`src/rtl/sp_sync_ram_be_if.sv`:
```
// Request/response bundle for sp_sync_ram_be.
// The master side issues valid/ready requests (read or byte-masked write).
// The slave side returns read responses with no backpressure and reports
// whether the post-reset clear sequence is still running.
//   req_valid/req_ready : request handshake
//   req_we/req_addr     : 1 = write, 0 = read; word address
//   req_be/req_wdata    : per-byte write enables and write data
//   rsp_valid           : one-cycle pulse per accepted read
//   rsp_rdata/rsp_err   : read data and out-of-range flag
//   busy                : clear sequence in progress
interface sp_sync_ram_be_if #(
    parameter int ADDR_WIDTH = 4,
    parameter int DATA_WIDTH = 32
);
    logic                    req_valid;
    logic                    req_ready;
    logic                    req_we;
    logic [ADDR_WIDTH-1:0]   req_addr;
    logic [DATA_WIDTH/8-1:0] req_be;
    logic [DATA_WIDTH-1:0]   req_wdata;
    logic                    rsp_valid;
    logic [DATA_WIDTH-1:0]   rsp_rdata;
    logic                    rsp_err;
    logic                    busy;

    modport master (
        output req_valid, req_we, req_addr, req_be, req_wdata,
        input  req_ready, rsp_valid, rsp_rdata, rsp_err, busy
    );

    modport slave (
        input  req_valid, req_we, req_addr, req_be, req_wdata,
        output req_ready, rsp_valid, rsp_rdata, rsp_err, busy
    );
endinterface

```
`src/rtl/sp_sync_ram_be.sv`:
```
// Single-port synchronous RAM with byte-enable writes, read latency of 1 or
// 2 cycles, out-of-range flagging and an optional zero-fill after reset.
//   clk : clock, all state changes on the rising edge
//   rst : asynchronous, active-high reset
//   bus : sp_sync_ram_be_if slave port (request, response, busy)
// The memory array itself is never reset; only control state and the read
// pipeline are. With CLEAR_ON_RESET=1 the INIT state walks every word and
// writes zero, one word per cycle, before requests are accepted.
module sp_sync_ram_be #(
    parameter int ADDR_WIDTH     = 4,
    parameter int DATA_WIDTH     = 32,
    parameter int DEPTH          = 16,
    parameter int RD_LATENCY     = 1,
    parameter int CLEAR_ON_RESET = 1
) (
    input  logic               clk,
    input  logic               rst,
    sp_sync_ram_be_if.slave    bus
);
    localparam int NB = DATA_WIDTH / 8;

    typedef enum logic [0:0] {
        ST_INIT  = 1'b0,
        ST_READY = 1'b1
    } state_t;

    localparam state_t RST_STATE = (CLEAR_ON_RESET != 0) ? ST_INIT : ST_READY;
    // One extra bit so DEPTH == 2**ADDR_WIDTH compares correctly.
    localparam logic [ADDR_WIDTH:0]   DEPTH_L = (ADDR_WIDTH+1)'(DEPTH);
    localparam logic [ADDR_WIDTH-1:0] LAST_L  = ADDR_WIDTH'(DEPTH - 1);

    state_t                  state_r, state_s;
    logic [ADDR_WIDTH-1:0]   clr_cnt_r, clr_cnt_s;
    logic                    clr_we_s;
    logic                    ready_r;
    logic                    busy_r;

    logic [DATA_WIDTH-1:0]   mem_r [DEPTH];

    logic                    accept_s;
    logic                    in_range_s;
    logic                    wr_s;
    logic                    rd_s;
    logic [DATA_WIDTH-1:0]   rd_data_s;

    logic                    s1_valid_r;
    logic [DATA_WIDTH-1:0]   s1_data_r;
    logic                    s1_err_r;

    // ready is a registered decode of state, so it never depends on req_valid
    assign accept_s   = bus.req_valid & ready_r;
    assign in_range_s = ({1'b0, bus.req_addr} < DEPTH_L);
    assign wr_s       = accept_s & bus.req_we & in_range_s;
    assign rd_s       = accept_s & ~bus.req_we;

    // Next-state logic: clear counter walks 0..DEPTH-1 in INIT
    always_comb begin
        state_s   = state_r;
        clr_cnt_s = clr_cnt_r;
        clr_we_s  = 1'b0;
        case (state_r)
            ST_INIT: begin
                clr_we_s = 1'b1;
                if (clr_cnt_r == LAST_L) begin
                    state_s   = ST_READY;
                    clr_cnt_s = {ADDR_WIDTH{1'b0}};
                end else begin
                    clr_cnt_s = clr_cnt_r + ADDR_WIDTH'(1);
                end
            end
            ST_READY: begin
                state_s = ST_READY;
            end
            default: begin
                state_s   = RST_STATE;
                clr_cnt_s = {ADDR_WIDTH{1'b0}};
            end
        endcase
    end

    // State register plus registered ready/busy decoded from the next state
    always_ff @(posedge clk or posedge rst) begin
        if (rst) begin
            state_r   <= RST_STATE;
            clr_cnt_r <= {ADDR_WIDTH{1'b0}};
            ready_r   <= (RST_STATE == ST_READY);
            busy_r    <= (RST_STATE == ST_INIT);
        end else begin
            state_r   <= state_s;
            clr_cnt_r <= clr_cnt_s;
            ready_r   <= (state_s == ST_READY);
            busy_r    <= (state_s == ST_INIT);
        end
    end

    // Storage array: zero-fill during INIT, byte-masked writes otherwise
    always_ff @(posedge clk) begin
        if (clr_we_s) begin
            mem_r[clr_cnt_r] <= {DATA_WIDTH{1'b0}};
        end else if (wr_s) begin
            for (int i = 0; i < NB; i++) begin
                if (bus.req_be[i]) begin
                    mem_r[bus.req_addr][8*i +: 8] <= bus.req_wdata[8*i +: 8];
                end
            end
        end
    end

    // Read data mux: out-of-range reads return zero
    always_comb begin
        rd_data_s = {DATA_WIDTH{1'b0}};
        if (in_range_s) begin
            rd_data_s = mem_r[bus.req_addr];
        end else begin
            rd_data_s = {DATA_WIDTH{1'b0}};
        end
    end

    // First read stage: data/err only load on a read so they hold otherwise
    always_ff @(posedge clk or posedge rst) begin
        if (rst) begin
            s1_valid_r <= 1'b0;
            s1_data_r  <= {DATA_WIDTH{1'b0}};
            s1_err_r   <= 1'b0;
        end else begin
            s1_valid_r <= rd_s;
            if (rd_s) begin
                s1_data_r <= rd_data_s;
                s1_err_r  <= ~in_range_s;
            end
        end
    end

    generate
        if (RD_LATENCY == 2) begin : g_lat2
            logic                  s2_valid_r;
            logic [DATA_WIDTH-1:0] s2_data_r;
            logic                  s2_err_r;

            // Output register stage, loads only on a stage-1 response
            always_ff @(posedge clk or posedge rst) begin
                if (rst) begin
                    s2_valid_r <= 1'b0;
                    s2_data_r  <= {DATA_WIDTH{1'b0}};
                    s2_err_r   <= 1'b0;
                end else begin
                    s2_valid_r <= s1_valid_r;
                    if (s1_valid_r) begin
                        s2_data_r <= s1_data_r;
                        s2_err_r  <= s1_err_r;
                    end
                end
            end

            assign bus.rsp_valid = s2_valid_r;
            assign bus.rsp_rdata = s2_data_r;
            assign bus.rsp_err   = s2_err_r;
        end else begin : g_lat1
            assign bus.rsp_valid = s1_valid_r;
            assign bus.rsp_rdata = s1_data_r;
            assign bus.rsp_err   = s1_err_r;
        end
    endgenerate

    assign bus.req_ready = ready_r;
    assign bus.busy      = busy_r;
endmodule

```
`src/flat_wrapper.sv`:
```
// flat-port wrapper written by rule: the top's interface ports become plain ports
module sp_sync_ram_be_flat 
#(
    parameter int ADDR_WIDTH     = 4,
    parameter int DATA_WIDTH     = 32,
    parameter int DEPTH          = 16,
    parameter int RD_LATENCY     = 1,
    parameter int CLEAR_ON_RESET = 1
)
  (clk, rst, bus_req_valid, bus_req_we, bus_req_addr, bus_req_be, bus_req_wdata, bus_req_ready, bus_rsp_valid, bus_rsp_rdata, bus_rsp_err, bus_busy);
  sp_sync_ram_be_if #(.ADDR_WIDTH(ADDR_WIDTH), .DATA_WIDTH(DATA_WIDTH)) bus_i ();
  input  logic clk;
  input  logic rst;
  input wire logic [$bits(bus_i.req_valid)-1:0] bus_req_valid;
  input wire logic [$bits(bus_i.req_we)-1:0] bus_req_we;
  input wire logic [$bits(bus_i.req_addr)-1:0] bus_req_addr;
  input wire logic [$bits(bus_i.req_be)-1:0] bus_req_be;
  input wire logic [$bits(bus_i.req_wdata)-1:0] bus_req_wdata;
  output wire logic [$bits(bus_i.req_ready)-1:0] bus_req_ready;
  output wire logic [$bits(bus_i.rsp_valid)-1:0] bus_rsp_valid;
  output wire logic [$bits(bus_i.rsp_rdata)-1:0] bus_rsp_rdata;
  output wire logic [$bits(bus_i.rsp_err)-1:0] bus_rsp_err;
  output wire logic [$bits(bus_i.busy)-1:0] bus_busy;
  assign bus_i.req_valid = bus_req_valid;
  assign bus_i.req_we = bus_req_we;
  assign bus_i.req_addr = bus_req_addr;
  assign bus_i.req_be = bus_req_be;
  assign bus_i.req_wdata = bus_req_wdata;
  assign bus_req_ready = bus_i.req_ready;
  assign bus_rsp_valid = bus_i.rsp_valid;
  assign bus_rsp_rdata = bus_i.rsp_rdata;
  assign bus_rsp_err = bus_i.rsp_err;
  assign bus_busy = bus_i.busy;
  sp_sync_ram_be #(.ADDR_WIDTH(ADDR_WIDTH), .DATA_WIDTH(DATA_WIDTH), .DEPTH(DEPTH), .RD_LATENCY(RD_LATENCY), .CLEAR_ON_RESET(CLEAR_ON_RESET)) u_core (.clk(clk), .rst(rst), .bus(bus_i));
endmodule
```
`config.mk`:
```
export PLATFORM = sky130hd
export DESIGN_NAME = sp_sync_ram_be_flat
export DESIGN_NICKNAME = d
export VERILOG_FILES = /design/src/rtl/sp_sync_ram_be_if.sv /design/src/rtl/sp_sync_ram_be.sv /design/src/flat_wrapper.sv
export SDC_FILE = /design/constraint.sdc
export NUM_CORES = 1
export LEC_CHECK = 0
export ABC_AREA = 1
export CORE_UTILIZATION = 60
export CTS_CLUSTER_SIZE = 8
export DETAILED_ROUTE_END_ITERATION = 7
export GPL_TIMING_DRIVEN = 0
export PLACE_DENSITY = 0.78
export SETUP_SLACK_MARGIN = 0.05
export SYNTH_ARGS = -nofsm -noshare
export SYNTH_HDL_FRONTEND = slang
export SYNTH_SLANG_ARGS = --single-unit
```
`constraint.sdc`:
```
create_clock -name clk -period 2.7 [get_ports clk]
set_input_delay 0.54 -clock clk [delete_from_list [all_inputs] [get_ports clk]]
set_output_delay 0.54 -clock clk [all_outputs]
set_load 0.01 [all_outputs]
```
==> results.md <==
| Parameter | Reported | Unit |
|---|---|---|
| Run status | complete, but fails checks | - |
| Failing checks | setup timing | - |
| Dominant synthesized flop cell | edfxtp_1 | - |
| Shortest clock period the worst path allows after layout | 2.938 | ns |
| Area added between synthesis and finish | 20.16 | % |
| CTS H-Tree Depth | 3 | - |
| Highest achievable clock rate | 0.3404 | GHz |
| Class of the most critical hold timing path | in -> async | - |
| Total power draw | 20.23 | mW |
| Leakage | 10.66 | nW |
| Synth Cell Area | 22650 | um^2 |
| Count of buffers inserted at the top-level ports | 76 | - |
| Die Outline Area | 38520 | um^2 |
| Wire length of the first global-routing pass | 99.26 | mm |
| Post-Layout Inst Area | 27210 | um^2 |
| Transition time at the pin with the least slew margin | 1.210 | ns |
| Yosys top cell by area | edfxtp_1 | - |
| Clock tree from TritonCTS | done | - |
| Endpoints failing setup | 294 | - |
| Initial Utilization | 61.41 | % |
| Power Dens Cells | 743.4 | nW/um^2 |
| Crit path capture type | flop | - |
| FF+latch count, synth | 551 | - |
| Largest fanout of any net on the critical path | 10 | - |
| Setup WS pre-CTS | -1.167 | ns |
| Maximum count of clock buffers along a single path | 3 | - |
| Post-synthesis cell count | 2041 | - |
| Top cells by instance count after synthesis | nand2_1 (802), edfxtp_1 (512), nand3_1 (394) | - |
| Floorplan die width | 196.3 | um |
| Number of antenna violations at the first check in global routing | 0 | - |
| Clock sink total | 551 | - |
| Slew Limit Headroom | 19.32 | % |
| Count of final hold-check violations | 0 | - |
| Setup repair after global routing missed its margin | true | - |
| Cell count after placement | 2622 | - |
| Height of the die | 196.3 | um |
| Fin worst setup slack | -0.2375 | ns |
| Global placer's final weighted congestion | 0.9056 | - |
| Num ports | 80 | - |
| Reported max-cap violation count | 0 | - |
| Number of search-and-repair iterations in the first detailed-routing pass | 6 | - |
| Number of design rule violations left after detail routing | 0 | - |
| Routed via count divided by cell count | 6.152 | - |
| Peak ir drop on the vdd network | 575.6 | uV |
| Clock transition time at the flip-flop clock pins of the worst setup and hold paths | 0.05 | ns |
| Vias in the first global route | 16486 | - |
| Crit path arrival time | 3.16 | ns |
| Category of the worst setup path launch point | primary input | - |
| Count of cell types in the netlist | 23 | - |
| Latest clock arrival within the worst-skew pair | 0.62 | ns |
| Final clock skew | 0.02828 | ns |
| Critical path class | in -> reg | - |
| Share of flip-flops with an asynchronous set or reset after synthesis | 7.078 | % |
| Remaining antenna violation count | 0 | - |
| Overall track demand over capacity in global routing | 35.98 | % |
| Total negative slack for setup checks | -13.17 | ns |
| Grt total ovfl | 0 | - |
| Pin count of the biggest net entering global routing | 22 | - |
| Portion of synthesized cell area occupied by the leading cell type | 67.89 | % |
| Detail Placement HPWL | 41.55 | mm |
| Req. time, crit path | 2.92 | ns |
| Number of buffers inserted during clock tree synthesis | 78 | - |
| Share of the yosys chip area belonging to registers | 72.21 | % |
| Layout net count | 2254 | - |
| Share of cells above drive strength 1 | 12.41 | % |
| Number of flops mapped to enable cells by yosys | 512 | - |
| Most numerous cell in the Yosys netlist | nand2_1 | - |
| WL per Instance | 24.37 | um |
| Main area contributors after synthesis | edfxtp_1 (68%), nand2_1 (13%), nand3_1 (8.7%) | - |
| Mean cell area of the mapped netlist | 11.10 | um^2 |
| Routed via count | 17091 | - |
| Total Wirelength | 67.69 | mm |
| Root Buffer Master | clkbuf_16 | - |
| Core area | 36870 | um^2 |
| Post-placement cell area | 24060 | um^2 |
| Warning count from the yosys run | 0 | - |
| Post-Synthesis Net Count | 2086 | - |
| Number of design-rule violations left by the first detailed-router iteration | 2391 | - |
| Post-layout instance count excluding filler cells | 2778 | - |
| Number of rows in the core area | 70 | - |
| Slew Limit Fails | 0 | - |
| Portion of the clock cycle consumed by the worst path in the final layout | 108.8 | % |
-- path summary, 6_finish.rpt --
path                                          startpoint                  endpoint  slack, ns  cells past startpoint
worst min register to register  u_core.bus.rsp_rdata[19]  u_core.bus.rsp_rdata[19]       0.47                      2
worst min-delay path                                 rst  u_core.bus.rsp_rdata[18]       0.31                      2
worst max-delay path                     bus_req_addr[1]       u_core.mem_r[3][10]      -0.24                      9
min in group clk                u_core.bus.rsp_rdata[19]  u_core.bus.rsp_rdata[19]       0.47                      2
max in group asynchronous                            rst           u_core.bus.busy       1.76                      3
worst max register to register            u_core.state_r       u_core.mem_r[10][6]      -0.10                      4
-- logic make-up (layout without fill, tap and decap cells) --
group	after synthesis	count (layout)	synth area share [%]
and+or+nand+nor	1312	1312	24.29
DFF	551	551	72.21
other	1	2	0.01656
AOI/OAI and AO/OA	8	8	0.2763
buffers and inverters	167	399	3.116
xor gates and xnor gates	1	1	0.03868
adders and majority gates	1	1	0.05524
-- routing by layer --
| layer | track usage (%) | vias to the layer above | wire length (um) |
|---|---|---|---|
| met5 | 0.6386 | - | 54 |
| met2 | 54.32 | 1442 | 30510 |
| met1 | 45.77 | 7992 | 23370 |
| met4 | 21.61 | 2 | 4223 |
| met3 | 11.45 | 331 | 9530 |
| li1 | - | 7324 | - |
-- report_power, final --
group / internal [mW] / leakage (nW) / switching (mW)
sequential: 9.45 / 5.94 / 0.0365
clock: 5.64 / 1.10 / 3.58
combinational: 0.436 / 3.62 / 1.08
-- final cells by class --
type | count | area (um^2)
clock inverter | 3 | 33.78
antenna | 1 | 2.502
timing repair buffer | 88 | 1001
buffer | 120 | 536.8
inverter | 47 | 176.4
tap | 504 | 630.6
clock buffer | 141 | 2273
fill | 2283 | 9663
sequential | 551 | 16350
multi-input combinational | 1323 | 6203
-- registers in the layout, summed over array words and instances, names as in the netlist --
name	cells
u_core.mem_r	512
u_core.bus.rsp_rdata	32
u_core.clr_cnt_r	4
u_core.bus.busy	1
u_core.bus.rsp_valid	1
u_core.state_r	1
-- stage by stage --
step	utilization, %	hold WS [ns]
2_1_floorplan	-	0.5088
4_1_cts	72.32	0.3411
3_5_place_dp	65.24	0.4644
3_3_place_gp	65.19	0.4609
5_1_grt	73.79	0.3777
6_report	73.79	0.3130
-- cell usage in the layout (no fill, tap or decap), types with 14 or more instances in the layout --
cell type and count:
nand2_1 802, edfxtp_1 512, nand3_1 394, clkbuf_1 100, clkbuf_16 82, nor2_4 78, clkdlybuf4s50_1 76, buf_2 59
inv_1 45, dfrtp_1 38, nor2_2 25, buf_1 14
-- what timing repair did --
action,4_1_cts,5_1_grt
hold endpoints to repair,0,0
setup endpoints to repair,856,929
gates resized for setup,106,75
hold buffers,0,0
setup buffers,0,11
pin swaps,0,12
-- worst max-delay path, stage by stage --
cell and delay (ns):
clkdlybuf4s50_1 0.55, inv_1 0.10, buf_2 0.22, buf_1 0.34, nand2_1 0.17, nand2_1 0.13
nor2_2 0.22, nand2_1 0.30, nor2_2 0.56
No activity file was read; power rests on OpenSTA's default activity.
